--- src/rtl/vga_rect_fill.sv ---
// Rectangle fill engine: replays one rectangle command as a raster of X/{Y,pixel} bus writes.
// Optional colour-step trigger after each successful fill is enabled with VGA_RECT_COLOUR_STEP_EN.
module vga_rect_fill #(
  parameter int         HOR_RES      = 160,
  parameter int         VERT_RES     = 120,
  parameter logic [7:0] X_REG_ADDR   = 8'hB1,
  parameter logic [7:0] Y_REG_ADDR   = 8'hB0,
`ifdef VGA_RECT_COLOUR_STEP_EN
  parameter logic [7:0] COL_REG_ADDR = 8'hB2,
`endif
  parameter logic [7:0] IDLE_ADDR    = 8'hFF
) (
  input  logic       CLK,
  input  logic       RESET,
  input  logic       START,
  input  logic [7:0] X0,
  input  logic [6:0] Y0,
  input  logic [7:0] X1,
  input  logic [6:0] Y1,
  input  logic       PIXEL,
  output logic       BUS_REQ,
  input  logic       BUS_GNT,
  output logic [7:0] BUS_ADDR,
  output logic [7:0] BUS_DATA_OUT,
  output logic       BUS_DATA_OE,
  output logic       BUSY,
  output logic       DONE,
  output logic       ERR
);

  localparam logic [7:0] X_MAX = 8'(HOR_RES - 1);
  localparam logic [6:0] Y_MAX = 7'(VERT_RES - 1);
  localparam logic [8:0] X_LIM = 9'(HOR_RES);
  localparam logic [7:0] Y_LIM = 8'(VERT_RES);

  typedef enum logic [3:0] {
    S_IDLE,
    S_CHECK,
    S_WAIT_GNT,
    S_SET_X,
    S_SET_Y,
    S_ADVANCE,
`ifdef VGA_RECT_COLOUR_STEP_EN
    S_COL_HI,
    S_COL_LO,
`endif
    S_FINISH
  } state_t;

  state_t     state, state_nx;
  logic [7:0] x0_r, x1c, cx;
  logic [6:0] y0_r, y1c, cy;
  logic       pixel_r;
  logic       err_r;
  logic       last_px;
  logic       cmd_bad;
`ifdef VGA_RECT_COLOUR_STEP_EN
  logic       col_pend;  // raster finished, colour step still owed after a grant loss
`endif

  assign last_px = (cx == x1c) && (cy == y1c);
  assign cmd_bad = (x0_r > x1c) || (y0_r > y1c) ||
                   ({1'b0, x0_r} >= X_LIM) || ({1'b0, y0_r} >= Y_LIM);
  assign BUSY    = (state != S_IDLE);

  // NOTE: sequential state uses non-blocking assignments so every flop samples pre-edge values.
  always_ff @(posedge CLK or negedge RESET) begin
    if (!RESET) state <= S_IDLE;
    else        state <= state_nx;
  end

  // NOTE: these are plain datapath registers, not a memory array, so they take the async reset too.
  always_ff @(posedge CLK or negedge RESET) begin
    if (!RESET) begin
      x0_r     <= '0;
      y0_r     <= '0;
      x1c      <= '0;
      y1c      <= '0;
      pixel_r  <= 1'b0;
      err_r    <= 1'b0;
      cx       <= '0;
      cy       <= '0;
`ifdef VGA_RECT_COLOUR_STEP_EN
      col_pend <= 1'b0;
`endif
    end else begin
      case (state)
        S_IDLE: if (START) begin
          x0_r    <= X0;
          y0_r    <= Y0;
          x1c     <= (X1 > X_MAX) ? X_MAX : X1;
          y1c     <= (Y1 > Y_MAX) ? Y_MAX : Y1;
          pixel_r <= PIXEL;
        end
        S_CHECK: begin
          err_r    <= cmd_bad;
          cx       <= x0_r;
          cy       <= y0_r;
`ifdef VGA_RECT_COLOUR_STEP_EN
          col_pend <= 1'b0;
`endif
        end
        S_ADVANCE: begin
          // Clipping first guarantees cy stops at VERT_RES, so neither counter can wrap.
          if (cx < x1c) begin
            cx <= cx + 8'd1;
          end else begin
            cx <= x0_r;
            cy <= cy + 7'd1;
          end
`ifdef VGA_RECT_COLOUR_STEP_EN
          col_pend <= last_px;
`endif
        end
        default: ;
      endcase
    end
  end

  // Bus outputs follow BUS_GNT combinationally so a lost grant idles the bus in that same cycle.
  // NOTE: every output gets a default before the case, so no path leaves a latch behind.
  always_comb begin
    state_nx     = state;
    BUS_REQ      = 1'b0;
    BUS_ADDR     = IDLE_ADDR;
    BUS_DATA_OUT = 8'h00;
    BUS_DATA_OE  = 1'b0;
    DONE         = 1'b0;
    ERR          = 1'b0;
    case (state)
      S_IDLE:  if (START) state_nx = S_CHECK;
      S_CHECK: state_nx = cmd_bad ? S_FINISH : S_WAIT_GNT;
      S_WAIT_GNT: begin
        BUS_REQ = 1'b1;
        if (BUS_GNT) begin
`ifdef VGA_RECT_COLOUR_STEP_EN
          state_nx = col_pend ? S_COL_HI : S_SET_X;
`else
          state_nx = S_SET_X;
`endif
        end
      end
      S_SET_X: begin
        BUS_REQ = 1'b1;
        if (BUS_GNT) begin
          BUS_ADDR     = X_REG_ADDR;
          BUS_DATA_OUT = cx;
          BUS_DATA_OE  = 1'b1;
          state_nx     = S_SET_Y;
        end else begin
          state_nx = S_WAIT_GNT;
        end
      end
      S_SET_Y: begin
        BUS_REQ = 1'b1;
        if (BUS_GNT) begin
          BUS_ADDR     = Y_REG_ADDR;
          BUS_DATA_OUT = {cy, pixel_r};
          BUS_DATA_OE  = 1'b1;
          state_nx     = S_ADVANCE;
        end else begin
          state_nx = S_WAIT_GNT;
        end
      end
      S_ADVANCE: begin
        // The pixel is already written, so the raster advances even if the grant drops here.
        BUS_REQ = 1'b1;
        if (last_px) begin
`ifdef VGA_RECT_COLOUR_STEP_EN
          state_nx = BUS_GNT ? S_COL_HI : S_WAIT_GNT;
`else
          state_nx = S_FINISH;
`endif
        end else begin
          state_nx = BUS_GNT ? S_SET_X : S_WAIT_GNT;
        end
      end
`ifdef VGA_RECT_COLOUR_STEP_EN
      S_COL_HI: begin
        BUS_REQ = 1'b1;
        if (BUS_GNT) begin
          BUS_ADDR     = COL_REG_ADDR;
          BUS_DATA_OUT = 8'h01;
          BUS_DATA_OE  = 1'b1;
          state_nx     = S_COL_LO;
        end else begin
          state_nx = S_WAIT_GNT;
        end
      end
      S_COL_LO: begin
        BUS_REQ = 1'b1;
        if (BUS_GNT) begin
          BUS_ADDR     = COL_REG_ADDR;
          BUS_DATA_OUT = 8'h00;
          BUS_DATA_OE  = 1'b1;
          state_nx     = S_FINISH;
        end else begin
          state_nx = S_WAIT_GNT;
        end
      end
`endif
      S_FINISH: begin
        DONE     = 1'b1;
        ERR      = err_r;
        state_nx = S_IDLE;
      end
      default: state_nx = S_IDLE;
    endcase
  end

endmodule

--- config.mk ---
export PLATFORM = sky130hd
export DESIGN_NAME = vga_rect_fill
export DESIGN_NICKNAME = d
export VERILOG_FILES = /design/src/rtl/vga_rect_fill.sv
export SDC_FILE = /design/constraint.sdc
export NUM_CORES = 1
export LEC_CHECK = 0
export ABC_AREA = 1
export BUFFER_PORTS_ARGS = -buffer_cell sky130_fd_sc_hd__buf_2
export CAP_MARGIN = 10
export CORE_MARGIN = 4
export CORE_UTILIZATION = 57
export DETAILED_ROUTE_END_ITERATION = 8
export GPL_ROUTABILITY_DRIVEN = 0
export PLACE_DENSITY = 0.91
export SYNTH_ARGS = -nofsm -noshare
export SYNTH_HDL_FRONTEND = slang
export SYNTH_SLANG_ARGS = --single-unit
export TNS_END_PERCENT = 100
--- constraint.sdc ---
create_clock -name CLK -period 2.2 [get_ports CLK]
set_input_delay 0.11 -clock CLK [delete_from_list [all_inputs] [get_ports CLK]]
set_output_delay 0.11 -clock CLK [all_outputs]
set_load 0.01 [all_outputs]
==> Yosys cells after proc, flatten, opt, wreduce, memory -nomap -nowiden <==
Cells that the tools add are included.
{ "classes": {"addsub": 2, "eq_ne": 11, "muxes": 25, "n_lt_le_gt_ge": 7, "n_reduce_logical": 12} }
{ "ops": {"columns": ["cell", "count"], "rows": [
  ["$mux W8", 4],
  ["$pmux W8 S2", 2],
  ["$mux W7", 4],
  ["$pmux W7 S2", 2],
  ["$pmux W4 S6", 1],
  ["$eq A4 B3 Y1 const B", 3],
  ["$mux W3", 4],
  ["$add A8 B1 Y8 const B", 1],
  ["$eq A4 B2 Y1 const B", 2],
  ["$eq A8 B8 Y1", 1],
  ["$ge A8 B8 Y1 const B", 1],
  ["$gt A8 B8 Y1", 1],
  ["$gt A8 B8 Y1 const B", 1],
  ["$lt A8 B8 Y1", 1],
  ["$mux W4", 2],
  ["$add A7 B1 Y7 const B", 1],
  ["$eq A7 B7 Y1", 1],
  ["$ge A7 B7 Y1 const B", 1],
  ["$gt A7 B7 Y1", 1],
  ["$gt A7 B7 Y1 const B", 1],
  ["$mux W1", 6],
  ["$ne A2 B2 Y1 const B", 3],
  ["$reduce_and A2 Y1", 3],
  ["$eq A4 B1 Y1 const B", 1],
  ["other kinds (7)", 9]
]} }
{ "word_totals": {"regBits": 51, "out_inout_bits": 21, "input_bits": 35} }

==> Logic depth before layout (Yosys ltp) <==
{ "logic_depth": {"ltp_word": 6, "ltp_mapped": 13, "mapped_depth_nobuf": 12} }

==> Worst setup path after synthesis <==
Ideal clock, no wire load.
{ "synth_timing": {"kind": "register -> register", "start": "reg cx[6]", "end": "reg cy[2]", "setup_time_ns": 0.122, "arrival_time_ns": 1.424, "period_less_slack_ns": 1.545, "slack_ns": 0.655, "stages_incl_launch_ff": 10, "path_cell_list": "dfrtp_1 -> ha_1 -> nand2_1 -> nor2_1 -> nand2_2 -> nand3_4 -> nand2_4 -> buf_12 -> nand2_2 -> o21ai_2"} }
{ "synth_between": {"elab_chain_len": 3} }
{ "synth_rtl": {"columns": ["item", "line_no", "rtl"], "rows": [
  ["start, declared", "51", "logic [7:0] x0_r, x1c, cx;"],
  ["start signal, assigned", "97", "cx <= x0_r;"],
  ["start signal, assigned", "106", "cx <= cx + 8'd1;"],
  ["start signal, assigned", "108", "cx <= x0_r;"],
  ["$lt A8 B8 Y1", "105", "if (cx < x1c) begin"],
  ["$ne A2 B2 Y1 (no source line)", null, null],
  ["$reduce_and A2 Y1 (no source line)", null, null],
  ["end signal, assigned", "98", "cy <= y0_r;"],
  ["end signal, assigned", "109", "cy <= cy + 7'd1;"],
  ["end, declared", "52", "logic [6:0] y0_r, y1c, cy;"]
]} }
Every way passes these cells.
A chain may end at the register's enable or synchronous reset.

==> Final worst setup path <==
{ "layout_timing": {"start": "reg state[2]", "end": "out BUS_DATA_OUT[6]"} }
{ "layout_between": {"elab_chain_len": 2, "elab_cells_between_ends": 3, "classes_between": "2 x eq/ne; 1 x mux"} }
{ "layout_rtl": {"columns": ["item", "line_no", "rtl"], "rows": [
  ["start, declared", "50", "state_t state, state_nx;"],
  ["start signal, assigned", "69", "else state <= state_nx;"],
  ["$eq A4 B3 Y1 / $eq A4 B2 Y1 (equally long branches)", "130", "case (state)"],
  ["$pmux W8 S2 (*)", "130", null],
  ["end, declared", "24", "output logic [7:0] BUS_DATA_OUT,"]
]} }
Mark *: on every way between the ends. The rest lies on a longest branch, timed or not.

==> metrics.cfg <==
[global_route]
grt_pass1_vias = 3044
antenna_found_initial = 0
grt_max_degree = 27
grtUsageTotal_pct = 24.64
overflow = 0
grt_pass1_wl_mm = 14.31

[worst_setup_path]
cp.buffers_inverters = 1
slowest_delay_ns = 0.55
path_delay_family = flip-flops
cp_common_cell = nand2_1
crit_chain = nand2_1, nor2_1, nand2_1, o21ai_0, buf_2
path_class = flop to primary output
path_max_fanout = 9
slowest_stage = dfrtp_2
worstPathArrival_ns = 1.81
start_kind = flop
worst-endpoint-required_ns = 2.09
end_kind = primary output

[place]
postPlaceCellArea_sq_mm = 0.003643
port_buffers = 52
placedCellCount = 548
pre_cts_ws_ns = 0.4339
dp_hpwl_mm = 6.593

[synth]
synth_edf_count = 0
synthFlopType = dfrtp_1
ys_async_sr_fraction_pct = 100.0
ys_types = 35
seq_area_frac_synth_pct = 36.91
syn-cell-area_sq_mm = 0.003390
yosys.area.top_type = dfrtp_1
yosys_register_bits = 50
yosys_warnings = 0
synthTopCellsByArea = dfrtp_1 37%, nand2_1 14%, ha_1 9.2%
netlist_instances = 436
synth.avg_cell_area_sq_um = 7.774
netlist.area_leader.share_pct = 36.91

[pwr]
p_leak_nw = 2.020
p_sw_share_pct = 49.42
p_clk_share_pct = 10.3
p_int_mw = 2.720
sequentialPowerShare_pct = 34.2
peakVddDrop_v = 0.0006486
pwr-share-comb_pct = 55.5
totalPowerFinal_mw = 5.377
p_switching_mw = 2.658
power.density_mw_per_mm2 = 1420

[sta]
rsz0062_at_grt = no
max_freq_mhz = 521.0
slew_viol_final = 0
finalCritPeriodShare_pct = 87.24
maxSlewHeadroom_pct = 61.47
tns_ns = 0
final.setup.worst_slack_ns = 0.2808
setup-violations-final = 0
worstMarginPinSlew_ns = 0.5780
final_period_minus_worst_setup_slack_ns = 1.919
hold_viol_final = 0
fin_skew_ns = 0.007341

[flow_run]
maxCapViolCount = 0

[routing]
vias = 3152
routed_wl_mm = 8.455
firstDrtPassIters = 5
drt_iter0_markers = 321
antenna_left = 0
drc = 0
viasPerCell = 5.619
post_drt_wl_per_cell_microns = 15.07

[floorplan]
num_rows = 27
die_area_sq_mm = 0.007245
core_area_sq_mm = 0.005642
die_h_microns = 85.12
pin_count = 56
initial_core_util_pct = 60.08
die-width_microns = 85.12

[layout]
insertedDiodeCount = 0
drive_gt1_share_pct = 19.43
finalNetCount = 548
fill_cells = 464
fin_area_sq_mm = 0.003786
final_cells = 561
syn_to_final_growth_pct = 11.70

[hold_path]
hold_class = primary input to flop

[clock_tree]
cts_tree = built
cts.clk_slew.worst_paths_ns = 0.08
numCtsBuffers = 5
cts_max_path_buffers = 2
cts_max_level = 2
clock-sinks = 50
root_buffer = clkbuf_8
worstSkewPairLatency_ns = 0.31

[run_status]
status = completed

==> cell families (layout without fill, tap and decap cells) <==
group / after synthesis / count (layout) / share of synthesized area, %
AOI/OAI and AO/OA: 68 / 68 / 11.41
adders and majority gates: 25 / 25 / 9.228
xor gates and xnor gates: 7 / 7 / 1.809
buffers and inverters: 77 / 128 / 11.00
muxes: 3 / 3 / 0.8860
other: 1 / 3 / 0.1106
and+or+nand+nor: 205 / 205 / 28.65
DFF: 50 / 50 / 36.91
==> flip-flops by register name, indices dropped and copies added, names as in the netlist <==
name,cells
cx,8
x0_r,8
x1c,8
cy,7
y0_r,7
y1c,7
state,3
err_r,1
pixel_r,1
==> per-stage QoR <==
stage / hold WS (ns) / util [%]
global placement: 0.1324 / 64.58
global route: 0.006529 / 67.11
finish: 0.005994 / 67.11
detailed placement: 0.1398 / 64.58
CTS: 0.001151 / 67.09
floorplan: -0.1856 / -
==> synthesized netlist by cell type (3+ instances only) <==
| library cell | number |
|---|---|
| buf_2 | 5 |
| nand2_2 | 8 |
| o21ai_2 | 5 |
| nand3_4 | 3 |
| o21ai_1 | 32 |
| o21ai_0 | 10 |
| dfrtp_1 | 50 |
| xor2_1 | 7 |
| nand3_1 | 35 |
| a21oi_1 | 10 |
| mux2i_1 | 3 |
| ha_1 | 25 |
| inv_1 | 52 |
| inv_2 | 5 |
| nand2_1 | 124 |
| buf_4 | 9 |
| nand4_1 | 8 |
| o22ai_1 | 5 |
| nor2_1 | 17 |
| buf_6 | 3 |
==> layout by cell type, fill, tap and decap left out, types with 10 or more instances in the layout <==
master / instances
dfrtp_1: 49
nand2_1: 124
ha_1: 25
a21oi_1: 10
o21ai_1: 32
buf_2: 52
nand3_1: 35
inv_1: 52
o21ai_0: 10
nor2_1: 17
==> layout make-up <==
cell class	count	area (sq um)	share of cell area, %
multi-input cells	311	1773	46.83
clock buffers	7	86.33	2.280
repair buffers	61	352.8	9.319
inverters	59	226.5	5.981
well taps	72	90.09	2.379
flip-flops and latches	50	1252	33.08
clock inverters	1	5.005	0.1322
==> path summary, 6_finish.rpt <==
path	from	to	slack [ns]	cells past startpoint
hold reg to reg	err_r	err_r	0.53	2
min in group asynchronous	RESET	y0_r[1]	0.33	2
setup / recovery	state[2]	BUS_DATA_OUT[6]	0.28	5
hold / removal	Y0[6]	y0_r[6]	0.006	3
max in group asynchronous	RESET	state[2]	1.31	3
setup reg to reg	cx[3]	cy[0]	0.41	8
==> timing repair <==
action | 4_1_cts | 5_1_grt
hold buffers | 5 | 0
gates resized for setup | 0 | 1
endpoints found under the setup margin | 0 | 6
endpoints found under the hold margin | 29 | 0
setup buffers | 0 | 0
==> worst min-delay path: cells and delay by family <==
family,cells,cell delay (ns)
buffers and inverters,1,0.08
AND/OR/NAND/NOR,2,0.09
==> layer usage <==
layer  global-route usage [%]  vias to the layer above  part of all wire, %
met5                        0                        -                    0
met4                    7.482                        0                  1.9
met3                    4.272                       15                  8.6
met2                    41.45                      164                   47
li1                         -                     1501                    -
met1                    32.43                     1472                   42
==> power by group through the flow <==
stage	combinational (mW)	clock [mW]	sequential, mW
global placement	2.70	0	1.81
detailed placement	2.91	0	1.84
global route	3.36	0.593	1.90
finish	2.98	0.556	1.84
floorplan	2.36	0	1.65
CTS	2.96	0.560	1.82
Power figures use the tool's default switching activity.
